### src/rtl/ticket_store_ram.sv
// ticket_store_ram: slot-based ticket record store with id assignment, by-id access and by-index lookup.
// Optional build macro TICKET_STORE_FULL_EN adds w_ram_ticket_full_o and fast-fails new when full.
module ticket_store_ram #(
    parameter int unsigned DEPTH = 16,
    parameter int unsigned DW    = 65
) (
    input  logic          clk,
    input  logic          rst_n,
    input  logic [2:0]    r_ram_ticket_operation_i,
    input  logic [31:0]   r_ram_ticket_index_i,
    input  logic [5:0]    r_ram_ticket_id_i,
    input  logic [DW-1:0] r_ram_ticket_data_i,
    output logic          w_ram_ticket_over_o,
    output logic          w_ram_ticket_wrong_o,
    output logic [31:0]   w_ram_ticket_num_o,
    output logic [5:0]    w_ram_ticket_id_o,
    output logic [DW-1:0] w_ram_ticket_data_o
`ifdef TICKET_STORE_FULL_EN
    ,
    output logic          w_ram_ticket_full_o
`endif
);
    localparam int unsigned IDW = 6;
    localparam int unsigned PW  = DW - IDW;
    localparam int unsigned AW  = $clog2(DEPTH);

    localparam logic [2:0] OP_IDLE     = 3'b000;
    localparam logic [2:0] OP_NEW      = 3'b001;
    localparam logic [2:0] OP_READ_ID  = 3'b010;
    localparam logic [2:0] OP_CHANGE   = 3'b011;
    localparam logic [2:0] OP_DELETE   = 3'b100;
    localparam logic [2:0] OP_READ_IDX = 3'b101;
    localparam logic [2:0] OP_CLEAR    = 3'b111;

    typedef enum logic [2:0] {S_IDLE, S_SCAN, S_DIRECT, S_CLEAR, S_DONE} state_t;

    state_t              r_state;
    logic [2:0]          r_op;
    logic [31:0]         r_index;
    logic [IDW-1:0]      r_id;
    logic [PW-1:0]       r_data;
    logic [AW-1:0]       r_ptr;
    logic [31:0]         r_cnt;
    logic [DEPTH-1:0]    r_valid;
    logic [DW-1:0]       r_mem [DEPTH];
    logic                r_over;
    logic                r_wrong;
    logic [31:0]         r_num;
    logic [IDW-1:0]      r_id_o;
    logic [DW-1:0]       r_data_o;

    logic [AW-1:0]       w_id_slot;
    logic                w_id_ok;
    logic                w_last;
    logic                w_idx_hit;
    logic [31:0]         w_num_nxt;
    logic                w_wr_en;
    logic [AW-1:0]       w_wr_addr;
    logic [DW-1:0]       w_wr_data;
    logic                w_unused_id_bits;

    // Incoming id bits are always replaced by the store, so they are never consumed.
    assign w_unused_id_bits = ^r_ram_ticket_data_i[DW-1:PW];

    assign w_id_slot = AW'(r_id - IDW'(1));
    assign w_id_ok   = (r_id != '0) && (r_id <= IDW'(DEPTH)) && r_valid[w_id_slot];
    assign w_last    = (r_ptr == AW'(DEPTH - 1));
    assign w_idx_hit = r_valid[r_ptr] && ((r_cnt + 32'd1) == r_index);

    // Live count and record write port follow the state being executed this cycle.
    always_comb begin
        w_num_nxt = r_num;
        w_wr_en   = 1'b0;
        w_wr_addr = r_ptr;
        w_wr_data = {IDW'(r_ptr) + IDW'(1), r_data};
        case (r_state)
            S_DIRECT: begin
                if (r_op == OP_DELETE && w_id_ok) begin
                    w_num_nxt = r_num - 32'd1;
                end
                if (r_op == OP_CHANGE && w_id_ok) begin
                    w_wr_en   = 1'b1;
                    w_wr_addr = w_id_slot;
                    w_wr_data = {r_mem[w_id_slot][DW-1:PW], r_data};
                end
            end
            S_SCAN: begin
                if (r_op == OP_NEW && !r_valid[r_ptr]) begin
                    w_num_nxt = r_num + 32'd1;
                    w_wr_en   = 1'b1;
                end
            end
            S_CLEAR: begin
                if (w_last) begin
                    w_num_nxt = '0;
                end else if (r_valid[r_ptr]) begin
                    w_num_nxt = r_num - 32'd1;
                end
            end
            default: ;
        endcase
    end

    always_ff @(posedge clk) begin
        if (w_wr_en) begin
            r_mem[w_wr_addr] <= w_wr_data;
        end
    end

    always_ff @(posedge clk or negedge rst_n) begin
        if (!rst_n) begin
            r_state  <= S_IDLE;
            r_op     <= OP_IDLE;
            r_index  <= '0;
            r_id     <= '0;
            r_data   <= '0;
            r_ptr    <= '0;
            r_cnt    <= '0;
            r_valid  <= '0;
            r_over   <= 1'b0;
            r_wrong  <= 1'b0;
            r_num    <= '0;
            r_id_o   <= '0;
            r_data_o <= '0;
        end else begin
            r_num <= w_num_nxt;
            case (r_state)
                S_IDLE: begin
                    if (r_ram_ticket_operation_i != OP_IDLE) begin
                        r_op    <= r_ram_ticket_operation_i;
                        r_index <= r_ram_ticket_index_i;
                        r_id    <= r_ram_ticket_id_i;
                        r_data  <= r_ram_ticket_data_i[PW-1:0];
                        r_ptr   <= '0;
                        r_cnt   <= '0;
                        case (r_ram_ticket_operation_i)
`ifdef TICKET_STORE_FULL_EN
                            OP_NEW:      r_state <= (r_num == 32'(DEPTH)) ? S_DIRECT : S_SCAN;
`else
                            OP_NEW:      r_state <= S_SCAN;
`endif
                            OP_READ_IDX: r_state <= (r_ram_ticket_index_i == '0 ||
                                                     r_ram_ticket_index_i > r_num) ? S_DIRECT : S_SCAN;
                            OP_CLEAR:    r_state <= S_CLEAR;
                            default:     r_state <= S_DIRECT;
                        endcase
                    end
                end
                // Single-cycle ops; anything not listed here (reserved, bad index, full new) fails.
                S_DIRECT: begin
                    r_state <= S_DONE;
                    r_over  <= 1'b1;
                    r_wrong <= 1'b1;
                    if (w_id_ok) begin
                        case (r_op)
                            OP_READ_ID: begin
                                r_wrong  <= 1'b0;
                                r_data_o <= r_mem[w_id_slot];
                            end
                            OP_CHANGE: r_wrong <= 1'b0;
                            OP_DELETE: begin
                                r_wrong            <= 1'b0;
                                r_valid[w_id_slot] <= 1'b0;
                            end
                            default: ;
                        endcase
                    end
                end
                S_SCAN: begin
                    if (r_op == OP_NEW ? !r_valid[r_ptr] : w_idx_hit) begin
                        r_state <= S_DONE;
                        r_over  <= 1'b1;
                        r_wrong <= 1'b0;
                        r_id_o  <= IDW'(r_ptr) + IDW'(1);
                        if (r_op == OP_NEW) begin
                            r_valid[r_ptr] <= 1'b1;
                        end else begin
                            r_data_o <= r_mem[r_ptr];
                        end
                    end else if (w_last) begin
                        r_state <= S_DONE;
                        r_over  <= 1'b1;
                        r_wrong <= 1'b1;
                    end else begin
                        r_ptr <= r_ptr + AW'(1);
                        if (r_valid[r_ptr]) begin
                            r_cnt <= r_cnt + 32'd1;
                        end
                    end
                end
                S_CLEAR: begin
                    r_valid[r_ptr] <= 1'b0;
                    if (w_last) begin
                        r_state <= S_DONE;
                        r_over  <= 1'b1;
                        r_wrong <= 1'b0;
                    end else begin
                        r_ptr <= r_ptr + AW'(1);
                    end
                end
                S_DONE: begin
                    if (r_ram_ticket_operation_i == OP_IDLE) begin
                        r_over  <= 1'b0;
                        r_wrong <= 1'b0;
                        r_state <= S_IDLE;
                    end
                end
                default: r_state <= S_IDLE;
            endcase
        end
    end

`ifdef TICKET_STORE_FULL_EN
    logic r_full;

    always_ff @(posedge clk or negedge rst_n) begin
        if (!rst_n) begin
            r_full <= 1'b0;
        end else begin
            r_full <= (w_num_nxt == 32'(DEPTH));
        end
    end

    assign w_ram_ticket_full_o = r_full;
`endif

    assign w_ram_ticket_over_o  = r_over;
    assign w_ram_ticket_wrong_o = r_wrong;
    assign w_ram_ticket_num_o   = r_num;
    assign w_ram_ticket_id_o    = r_id_o;
    assign w_ram_ticket_data_o  = r_data_o;

endmodule

### config.mk
export PLATFORM = sky130hd
export DESIGN_NAME = ticket_store_ram
export DESIGN_NICKNAME = d
export VERILOG_FILES = /design/src/rtl/ticket_store_ram.sv
export SDC_FILE = /design/constraint.sdc
export NUM_CORES = 2
export LEC_CHECK = 0
export CAP_MARGIN = 20
export CORE_MARGIN = 5
export CORE_UTILIZATION = 55
export DETAILED_ROUTE_END_ITERATION = 12
export MAX_ROUTING_LAYER = met4
export PLACE_DENSITY = 0.79
export SETUP_SLACK_MARGIN = 0.05
export SYNTH_ARGS = -nofsm -noshare
export SYNTH_HDL_FRONTEND = slang
export SYNTH_SLANG_ARGS = --single-unit
### constraint.sdc
create_clock -name clk -period 20.7 [get_ports clk]
set_clock_uncertainty 0.05 [all_clocks]
set_input_delay 2.07 -clock clk [delete_from_list [all_inputs] [get_ports clk]]
set_output_delay 2.07 -clock clk [all_outputs]
set_load 0.05 [all_outputs]
==> impl_summary.log <==
[metrics] WS Path Type: register to register
[metrics] top cell type by total area after synthesis: edfxtp_1
[metrics] routed vias/inst: 7.10
[metrics] nature of the critical path endpoint: register
[metrics] leakage power of the design: 23.3 nW
[metrics] crit path launch: r_id[0]$_DFFE_PN0P_
[metrics] number of cells after detailed placement: 5114
[metrics] Reg2Reg Launch Point: r_id[0]$_DFFE_PN0P_
[metrics] Period Utilization, post-route: 0.373
[metrics] number of synthesized flops with an enable pin: 1040
[metrics] leading cell type in the layout, fill and taps excluded: edfxtp_1
[metrics] Post-Syn Nets: 3775
[metrics] core region area: 111000 um^2
[metrics] total wire length: 171 mm
[metrics] share of the synthesized area in the top cell type: 0.508
[metrics] I/O Pins: 213
[metrics] cells after synthesis: 3623
[metrics] Async S/R FF share, synth: 0.199
[metrics] final worst setup slack: 12.98 ns
[metrics] largest net degree at the start of global routing: 161
[metrics] wire length of the first global-routing pass: 252 mm
[metrics] count of unique library cells instantiated by Yosys: 71
[metrics] buffers inserted by post-CTS timing repair: 0
[metrics] synth top area cells: edfxtp_1 (51%), mux4_2 (24%), dfrtp_1 (11%)
[metrics] Min Clock Period, post-route: 7.72 ns
[metrics] Remaining Overflow, GRT: 0
[metrics] drt drc: 0
[metrics] height of the die: 344 um
[metrics] pwr/cell area: 148 nW/um^2
[metrics] warning count from the yosys run: 0
[metrics] via count of the first global-routing pass: 38526
[metrics] placed wire-length estimate after detailed placement: 90.7 mm
[metrics] most used cells in the layout excluding fill and tap cells: edfxtp_1 (1040), mux4_2 (657), nand2_1 (449)
[metrics] unrepaired setup endpoints after global routing: no
[metrics] initial drt markers: 5812
[metrics] deepest clock path buffer count: 3
[metrics] number of hold-slack violations in the final timing report: 0
[metrics] worst-case vdd ir drop: 0.000196 V
[metrics] area delta synth->final: 13.2%
[metrics] Top FF cell, synth: edfxtp_1
[metrics] Antenna Nets Post-Route: 0
[metrics] Starting Density: 0.555
[metrics] Critical Path Fanout Max: 160
[metrics] hold-fix buffers at CTS: 0
[metrics] quantity of gates resized following cts: 0
[metrics] arrival time at the worst endpoint: 8.03 ns
[metrics] number of clock sinks: 1299
[metrics] overall power: 10.3 mW
[metrics] Critical Path RT: 21.01 ns
[metrics] Setup WS pre-CTS: 13.08 ns
[metrics] clock root buffer: clkbuf_16
[metrics] Final Instance Count excl. Fillers: 5379
[metrics] maxcap violations: 0
[metrics] Yosys reg bits: 1299
[metrics] total via count after detailed routing: 38197
[metrics] Worst Setup EP: r_mem[1][21]$_DFFE_PP_
[metrics] routed wire length per instance: 31.8 um
[metrics] final count of negative-setup-slack endpoints: 0
[metrics] class of the tightest hold or removal check: register to register
[metrics] logic depth of the worst register-to-register path: 13
[metrics] Skew-Pair Late Insertion Delay: 0.75 ns
[metrics] number of buffer cells added on primary ports: 205
[metrics] CTS tree: done
[metrics] Overall Global Routing Usage: 0.299
[metrics] initial antenna violation count: 6
[metrics] share of cells above drive strength 1: 0.251
[metrics] Startpoint Class: register
[metrics] clock buffer count from CTS: 137
[metrics] post-synthesis area per instance: 17.0 um^2
[metrics] std cell rows: 122
[metrics] reg2reg setup slack: 12.98 ns
[metrics] Die Area: 119000 um^2
[metrics] final total negative setup slack: 0 ns
[metrics] H-tree depth: 4
[metrics] worst hold-check slack: 0.432 ns
[metrics] routability cong.: 0.928
[metrics] worst hold path depth: 2
[metrics] sequential fraction of the synthesis area: 0.613
[metrics] number of nets in the layout: 3922
[metrics] remaining max-slew budget at the tightest pin: 0.153
[metrics] timing-limited maximum frequency: 0.130 GHz
[metrics] router iterations before antenna repair: 6
[metrics] clock transition time at the flip-flop clock pins of the worst setup and hold paths: 0.06 ns
[metrics] Synth Cell Area: 61500 um^2
[metrics] Die X: 344 um
[metrics] Reg-to-Reg End: r_mem[1][21]$_DFFE_PP_
[metrics] actual transition at the worst max-transition pin: 1.27 ns
[metrics] run status: finished, final reports clean
[metrics] max-slew violation count: 0
## worst max-delay path, stage by stage (launching register included)
cell and delay, ns:
dfrtp_4 0.65, inv_1 0.28, ha_4 1.01, buf_12 0.82, mux4_2 0.36, nand2_1 0.05
nand3_1 0.15, nand4b_1 0.19, nand2b_1 0.20, or4_1 0.88, inv_1 0.27, a32oi_1 0.38
nor2_4 1.00, buf_4 0.93
## logic make-up after synthesis
| logic type | synth area share |
|---|---|
| AND/OR/NAND/NOR | 0.0552 |
| adder cells (fa/ha/maj) | 0.00896 |
| XOR/XNOR | 0.00712 |
| flip-flops | 0.613 |
| multiplexers | 0.253 |
| buffers and inverters | 0.0206 |
| AO/OA/AOI/OAI | 0.0414 |
| other | 0.0000610 |
## routing by layer
layer	track usage	wire (um)	vias to the layer above
met1	0.381	58900	19539
met5	-	0	-
met2	0.474	84600	3095
met4	0.112	6300	0
li1	-	-	15097
met3	0.0735	21400	466
## state kept, by name (all words and copies together), names as in the netlist
register,cells
r_op,3
r_data,59
r_cnt,32
w_ram_ticket_id_o,5
w_ram_ticket_wrong_o,1
r_valid,16
r_state,3
w_ram_ticket_num_o,32
w_ram_ticket_data_o,65
r_id,6
w_ram_ticket_over_o,1
r_index,32
r_ptr,4
r_mem,1040
## power breakdown
group | switching [mW] | internal (mW) | leakage, nW
clock | 1.03 | 1.39 | 2.15
sequential | 0.449 | 3.30 | 12.7
combinational | 2.29 | 1.86 | 8.47
## metrics by stage
step           utilization  area, um^2
6_report             0.628       69600
5_1_grt              0.628       69600
4_1_cts              0.627       69500
3_5_place_dp         0.587       65100
3_3_place_gp         0.587       65100
2_1_floorplan            -       61500
## cells in the mapped netlist, types with 8 or more instances
cell	number
a21o_1	14
a21oi_1	66
a221oi_1	9
a22oi_1	9
a31oi_1	22
a32oi_1	15
and2_1	13
and3_1	15
buf_1	60
buf_2	15
clkbuf_1	182
dfrtp_1	259
edfxtp_1	1040
ha_1	44
inv_1	53
mux2i_1	69
mux4_2	657
nand2_1	450
nand2b_1	8
nand3_1	40
nand4_1	31
nor2_1	98
nor2b_1	13
nor3_1	33
nor4_1	21
o21ai_0	110
o21ai_1	65
o22ai_1	13
o31ai_1	34
o41ai_1	13
or3_1	13
xnor2_1	34
xor2_1	16
## area by class of cell
type / count / area [um^2]
Tap cell: 1488 / 1860
Clock buffer: 193 / 3890
Antenna cell: 7 / 17.5
Timing Repair Buffer: 275 / 2690
Clock inverter: 60 / 528
Inverter: 53 / 199
Fill cell: 7459 / 41200
Multi-Input combinational cell: 2004 / 22700
Sequential cell: 1299 / 37700
## how the worst min path moves through the flow
stage	from	end	slack, ns
final	w_ram_ticket_data_o[36]$_DFFE_PN0P_	w_ram_ticket_data_o[36]$_DFFE_PN0P_	0.43
after global placement	w_ram_ticket_data_o[36]$_DFFE_PN0P_	w_ram_ticket_data_o[36]$_DFFE_PN0P_	0.42
after global routing	w_ram_ticket_data_o[60]$_DFFE_PN0P_	w_ram_ticket_data_o[60]$_DFFE_PN0P_	0.46
after detailed placement	w_ram_ticket_data_o[11]$_DFFE_PN0P_	w_ram_ticket_data_o[11]$_DFFE_PN0P_	0.42
after CTS	w_ram_ticket_data_o[30]$_DFFE_PN0P_	w_ram_ticket_data_o[30]$_DFFE_PN0P_	0.44
after floorplan	r_id[5]$_DFFE_PN0P_	r_id[5]$_DFFE_PN0P_	0.39
(Power assumes the default switching activity.)
